--- config.mk ---
export PLATFORM = sky130hd
export DESIGN_NAME = play_timer
export DESIGN_NICKNAME = d
export VERILOG_FILES = /design/src/rtl/play_timer.sv
export SDC_FILE = /design/constraint.sdc
export NUM_CORES = 1
export LEC_CHECK = 0
export ABC_AREA = 1
export BUFFER_PORTS_ARGS = -buffer_cell sky130_fd_sc_hd__buf_2
export CAP_MARGIN = 30
export CORE_AREA = 2 2 86 88
export CTS_CLUSTER_DIAMETER = 150
export DETAILED_ROUTE_END_ITERATION = 16
export DIE_AREA = 0 0 88 90
export PLACE_DENSITY = 0.59
export SLEW_MARGIN = 30
export SYNTH_ARGS = -nofsm -noshare
export SYNTH_HDL_FRONTEND = slang
export SYNTH_SLANG_ARGS = --single-unit
--- constraint.sdc ---
create_clock -name clk -period 1.9 [get_ports clk]
set_input_delay 0.38 -clock clk [delete_from_list [all_inputs] [get_ports clk]]
set_output_delay 0.38 -clock clk [all_outputs]
set_load 0.02 [all_outputs]
--- src/rtl/play_timer.sv ---
// play_timer: elapsed-play stopwatch feeding SevenSegment as packed BCD MM:SS.
// Counts whole seconds while the game FSM sits in a playing state, freezes on
// leaving play (keeping the partial second), and clears on return to the menu.
// Optional best-winning-time record is enabled by defining PLAY_TIMER_BEST_EN.
module play_timer #(
    parameter int TICK_DIV   = 100000000,
    parameter int MENU_STATE = 0,
    parameter int RUN_LO     = 3,
    parameter int RUN_HI     = 4,
    parameter int WIN_STATE  = 6
) (
    input  logic        clk,
    input  logic        rst,
    input  logic [3:0]  state,
    input  logic        show_best,
    output logic [15:0] nums,
    output logic        running,
    output logic        sec_tick,
    output logic        sat,
    output logic [15:0] best
);

    localparam int PRE_W = (TICK_DIV > 1) ? $clog2(TICK_DIV) : 1;
    localparam logic [PRE_W-1:0] PRE_LAST = PRE_W'(TICK_DIV - 1);
    localparam logic [15:0] DIGITS_MAX = 16'h9959;

    typedef enum logic [1:0] {
        MODE_CLEAR,
        MODE_RUN,
        MODE_HOLD
    } mode_t;

    mode_t            mode_q, mode_d;
    logic [PRE_W-1:0] pre_q, pre_d;
    logic [15:0]      digits_q, digits_d;
    logic             running_q, running_d;
    logic             sec_tick_q, sec_tick_d;
    logic             sat_q, sat_d;
    logic [3:0]       prev_state_q;
    logic [15:0]      digits_inc;
    logic             clr;
    logic             run;

    assign clr = (state == 4'(MENU_STATE));
    assign run = (state >= 4'(RUN_LO)) && (state <= 4'(RUN_HI));

    // BCD +1 across MM:SS; seconds tens roll over at 5, minutes tens never wrap
    always_comb begin
        digits_inc = digits_q;
        if (digits_q[3:0] == 4'd9) begin
            digits_inc[3:0] = 4'd0;
            if (digits_q[7:4] == 4'd5) begin
                digits_inc[7:4] = 4'd0;
                if (digits_q[11:8] == 4'd9) begin
                    digits_inc[11:8]  = 4'd0;
                    digits_inc[15:12] = digits_q[15:12] + 4'd1;
                end else begin
                    digits_inc[11:8] = digits_q[11:8] + 4'd1;
                end
            end else begin
                digits_inc[7:4] = digits_q[7:4] + 4'd1;
            end
        end else begin
            digits_inc[3:0] = digits_q[3:0] + 4'd1;
        end
    end

    // Next-state for mode, prescaler, digits and status flags; menu beats play
    always_comb begin
        mode_d     = mode_q;
        pre_d      = pre_q;
        digits_d   = digits_q;
        running_d  = 1'b0;
        sec_tick_d = 1'b0;
        sat_d      = sat_q;
        if (clr) begin
            mode_d   = MODE_CLEAR;
            pre_d    = '0;
            digits_d = '0;
            sat_d    = 1'b0;
        end else if (run) begin
            mode_d    = MODE_RUN;
            running_d = 1'b1;
            if (pre_q == PRE_LAST) begin
                pre_d      = '0;
                sec_tick_d = 1'b1;
                if (digits_q == DIGITS_MAX) begin
                    sat_d = 1'b1;
                end else begin
                    digits_d = digits_inc;
                end
            end else begin
                pre_d = pre_q + PRE_W'(1);
            end
        end else if (mode_q == MODE_RUN) begin
            mode_d = MODE_HOLD;
        end
    end

`ifdef PLAY_TIMER_BEST_EN
    logic [15:0] best_q, best_d;

    // On entry to the win state, keep the lower of the record and the live time
    always_comb begin
        best_d = best_q;
        if ((prev_state_q != 4'(WIN_STATE)) && (state == 4'(WIN_STATE)) &&
            (digits_q < best_q)) begin
            best_d = digits_q;
        end
    end

    // Record register survives menu clears and only resets with rst
    always_ff @(posedge clk) begin
        if (rst) begin
            best_q <= DIGITS_MAX;
        end else begin
            best_q <= best_d;
        end
    end

    assign best = best_q;
    assign nums = (show_best && !running_q) ? best_q : digits_q;
`else
    logic unused_best_inputs;

    assign unused_best_inputs = show_best ^ (prev_state_q == 4'(WIN_STATE));
    assign best = DIGITS_MAX;
    assign nums = digits_q;
`endif

    // Mode FSM and all registered outputs share one synchronous-reset block
    always_ff @(posedge clk) begin
        if (rst) begin
            mode_q       <= MODE_CLEAR;
            pre_q        <= '0;
            digits_q     <= '0;
            running_q    <= 1'b0;
            sec_tick_q   <= 1'b0;
            sat_q        <= 1'b0;
            prev_state_q <= 4'd0;
        end else begin
            mode_q       <= mode_d;
            pre_q        <= pre_d;
            digits_q     <= digits_d;
            running_q    <= running_d;
            sec_tick_q   <= sec_tick_d;
            sat_q        <= sat_d;
            prev_state_q <= state;
        end
    end

    assign running  = running_q;
    assign sec_tick = sec_tick_q;
    assign sat      = sat_q;

endmodule
=== Yosys cells after proc, flatten, opt, wreduce, memory -nomap -nowiden ===
Cells that the tools add are included.

* Register bits: 46
* Logic and storage cells: 37
* Output and inout bits: 35

* Equal/unequal tests: 5
* Mux-type cells: 6
* Bitwise logic cells: 2
* $add $sub $neg: 5
* $lt $le $gt $ge: 2
* Reductions and logical operators: 9

{| class="wikitable"
|+ Operator list
! cell !! number
|-
| 27-bit by 1-bit adder with 27-bit output, second input constant || 1
|-
| 27-bit == test, second input constant || 1
|-
| 27-bit 2-to-1 mux || 1
|-
| 4-bit by 1-bit adder with 4-bit output, second input constant || 4
|-
| 16-bit == test, second input constant || 1
|-
| 4-bit 2-to-1 mux || 3
|-
| 4-bit == test, second input constant || 2
|-
| 3-bit AND reduction || 2
|-
| 6-bit AND reduction || 1
|-
| 5-bit AND reduction || 1
|-
| 4-bit by 3-bit == test with 1-bit output, second input constant || 1
|-
| 4-bit by 2-bit >= comparator with 1-bit output, second input constant || 1
|-
| 4-bit by 3-bit <= comparator with 1-bit output, second input constant || 1
|-
| 4-bit logical NOT || 1
|-
| 4-bit AND reduction || 1
|-
| 3-bit OR reduction || 1
|-
| 1-bit 2-to-1 mux || 2
|-
| 1-bit NOT || 2
|-
| 2-bit OR reduction || 1
|-
| 1-bit logical AND || 1
|}

=== Logic depth before layout (Yosys ltp) ===
* Depth in word-level cells: 4
* Gate-level depth with buffers: 11
* Gate-level depth less buffers: 11

=== Worst setup path after synthesis ===
Ideal clock, no wire load.

* Kind: reg-to-reg
* Start point: register digits_q[13] (netlist: nums[13])
* End point: register digits_q[6] (netlist: nums[6])
* Stages on the path, launching flop included: 11
* Path slack: 0.413 ns
* Required time: 1.768 ns
* Arrival time: 1.355 ns
* Buffers on the path: 0
* Cells stage by stage: dfxtp_1 -> inv_1 -> ha_1 -> nand2_1 -> nor2_1 -> nand2_1 -> nor2_2 -> nor2_4 -> nand3_1 -> nand2_1 -> a21oi_1

* Longest elaborated chain between the ends: 3

{| class="wikitable"
|+ Ends and longest elaborated chain
! item !! line !! source
|-
| from (decl) || 35 || <nowiki>logic [15:0] digits_q, digits_d;</nowiki>
|-
| from (signal assigned) || 144 || <nowiki>digits_q <= digits_d;</nowiki>
|-
| 16-bit == test || 87 || <nowiki>if (digits_q == DIGITS_MAX) begin</nowiki>
|-
| 1-bit NOT (no source line) || -- ||
|-
| 4-bit AND reduction (no source line) || -- ||
|}

No other way between the ends.
A chain may end at the register's enable or synchronous reset.

=== Worst setup path in the final report ===
* Start point: register pre_q[0]
* End point: register digits_q[4] (netlist: nums[4])

* Longest elaborated chain between the ends: 2

{| class="wikitable"
|+ Ends and longest elaborated chain
! item !! line !! source
|-
| from (decl) || 34 || <nowiki>logic [PRE_W-1:0] pre_q, pre_d;</nowiki>
|-
| from (signal assigned) || 143 || <nowiki>pre_q <= pre_d;</nowiki>
|-
| 27-bit == test || 84 || <nowiki>if (pre_q == PRE_LAST) begin</nowiki>
|-
| 4-bit AND reduction (no source line) || -- ||
|}

No other way between the ends.

==> impl_results.md <==
- Max IR drop VDD: about 0.00033 V
- Post-synthesis xor/xnor area fraction: 0.0480
- Most common cell in the netlist: nand2_1
- I/O pins: between 40 and 50
- Num CTS Buffers: 5
- Async SR Flop Fraction: 0
- Main synth FF type: dfxtp_1
- P&R area growth vs syn: 10.6%
- Crit-path max FO: 21
- WL final: about 5800 microns
- CP required: between 2000 and 2500 ps
- RSZ-0062 raised after global routing: no
- Die width: roughly 88 microns
- Comb pwr share: 0.054
- Largest net degree at the start of global routing: 22
- Fraction of power consumed by the clock network: 0.375
- Tot GR Track Use: 0.150
- Area fraction of the dominant cell type after synthesis: 0.336
- Post-Syn Area: 2740 sq um
- Hpwl dp: 4360 microns
- First-pass GRT wire length: ~9700 microns
- Synth unique cells: 31
- Total Neg Setup Slack: 0 ps
- Initial antenna violation count: 0
- Clk_lat worst skew: around 310 ps
- CTS tree: yes
- Setup ws final: roughly 240 ps
- Wirelength per Cell: 10.6 microns
- Synth top area cells: dfxtp_1 34%, nand2_1 14%, nor2_1 8.9%, nand3_1 5.9%, inv_1 5.6%
- Crit path kind: flop to flop
- Root Buffer: clkbuf_8
- CTS clock-pin slew for the worst setup and hold paths: 100 ps
- FP Rows: 31
- CTS Hold Bufs: 0
- Synth Area in Simple Gates: 0.405
- Post-CTS resize count: 0
- Layout cells sized above 1: 0.136
- Die height: about 90 microns
- Area of the core: around 7000 sq um
- DR iter-0 viols: about 120
- Total clock sinks: 46
- EDFF count, synth: 0
- Inserted Diodes: 0
- Worst hold slack: 266 ps
- NetSw: between 400 and 500 uW
- Power per standard cell area: 559 nW/um^2
- Synth Register Bits: 46
- Flop pwr share: 0.571
- Fin crit period: about 1700 ps
- Clock buffer depth: 2
- Critical path endpoint category: flop
- MaxCap Viol Count: 0
- Final ANT Viol Nets: 0
- Synthesis warning total: 0
- DP Worst Slack: between 100 and 150 ps
- Crit share post-route: 0.875
- Clock skew: roughly 13 ps
- Slew Viols, Final: 0
- Tot Pwr: ~1700 uW
- Synth Area in Compound Gates: 0.0663
- Number of I/O port buffers: 24
- Final core utilization: 0.431
- Area of the die: about 7900 sq um
- Routed vias: roughly 2,500
- Final Hold Fails: 0
- Adder-cell share of the synthesized area: 0.0137
- Yosys top cell by area: dfxtp_1
- Post-CTS Setup Bufs: 0
- Sw Share: 0.245
- TritonRoute pass-1 iters: 5
- # DRC: 0
- Top cells by count, synth: 105 x nand2_1, 65 x nor2_1, 46 x dfxtp_1
- Largest family of logic cells by synthesized area: simple AND/OR/NAND/NOR gates
- Hold crit path type: primary input to flop
- P_leak: between 0.001 and 0.0015 uW
- Vias in the first global route: 2,168
- Worst Setup Start Kind: flop
- Max Fclk: approximately 0.60 GHz
- Nets: approximately 460
- Placer congestion estimate: 0.833
- Worst Path Arrival: between 1500 and 2000 ps
- Post-Syn Area per Cell: between 6 and 7 sq um
- Outcome: complete, no violations
- Overflow left after global routing: 0
- Vias/cell: approximately 4.6
- Layout fillers: 746
- Mux contribution to synthesized area: 0
- H-tree depth: 2
- Final-report setup violation count: 0
- Sequential area share after synthesis: 0.336
- Initial Util: 0.390
- Cells after Synth: between 400 and 500
- Internal power: 1280 uW
power groups by stage:
stage	sequential (uW)	clock [uW]	combinational, uW
3_5_place_dp	990	0	92.3
5_1_grt	968	704	102
3_3_place_gp	990	0	91.9
2_1_floorplan	990	0	91.6
6_report	967	635	91.9
4_1_cts	967	662	92.4
cell type report:
type | count | area [sq um] | area share
inverter | 47 | 176 | 0.0583
multi-input combinational | 316 | 1520 | 0.502
clock buffer | 6 | 82.6 | 0.0273
timing repair buffer | 32 | 193 | 0.0636
tap | 99 | 124 | 0.0409
clock inverter | 2 | 12.5 | 0.00413
sequential | 46 | 921 | 0.304
flip-flops by register name, indices dropped and copies added (netlist names):
| register | flops |
|---|---|
| running | 1 |
| sat | 1 |
| sec_tick | 1 |
| nums | 16 |
| pre_q | 27 |
layer usage:
| layer | share of wire | vias to the layer above | track usage |
|---|---|---|---|
| li1 | - | 1356 | - |
| met1 | 0.51 | 1128 | 0.199 |
| met2 | 0.45 | 48 | 0.242 |
| met3 | 0.034 | 6 | 0.0303 |
| met4 | 0.012 | 0 | 0.0449 |
| met5 | 0 | - | 0 |
cells by family after synthesis:
logic type                 count (synthesis)
buffers and inverters                     70
and+or+nand+nor                          247
AOI/OAI and AO/OA                         35
DFF                                       46
other                                      2
xor gates and xnor gates                  15
adders and majority gates                  3
final timing paths:
kind | from | endpoint | slack [ps] | depth (start not counted)
max | pre_q[0]$_SDFFE_PP0N_ | nums[4]$_SDFFE_PP0P_ | 240 | 11
max reg2reg | pre_q[0]$_SDFFE_PP0N_ | nums[4]$_SDFFE_PP0P_ | 240 | 11
min | rst | running$_SDFF_PP0_ | 270 | 2
min reg2reg | nums[10]$_SDFFE_PP0P_ | nums[10]$_SDFFE_PP0P_ | 480 | 2
worst max-delay path, stage by stage (launching register included):
cell and delay, ps:
dfxtp_1 380, ha_1 220, nand3_2 120, nor2_4 170, nand2_2 90, nor2_4 100
buf_12 160, nand2_1 60, nor2_1 110, nand2_1 60, nand2_1 60, nor2_1 40
cell usage in the layout, fill, tap and decap left out, drive strengths merged:
cell	netlist	layout
nand2	109	109
dfxtp	46	46
ha	3	3
and3	1	1
nor3b	3	3
a21oi	28	28
conb	2	16
o211ai	1	1
o21bai	1	1
xnor2	4	4
nand3b	2	2
o21ai	4	4
inv	46	46
clkinvlp	0	1
nor3	12	12
nor2	74	74
a31oi	1	1
nand3	34	34
nor4	1	1
xor2	11	11
nand4	11	11
clkinv	1	2
buf	21	32
clkbuf	2	6
stage by stage:
step | std cells | cell area (sq um)
floorplan | 432 | 2790
global placement | 540 | 2930
detailed placement | 540 | 2930
CTS | 548 | 3030
global route | 548 | 3030
finish | 548 | 3030
No activity file was read; power rests on OpenSTA's default activity.
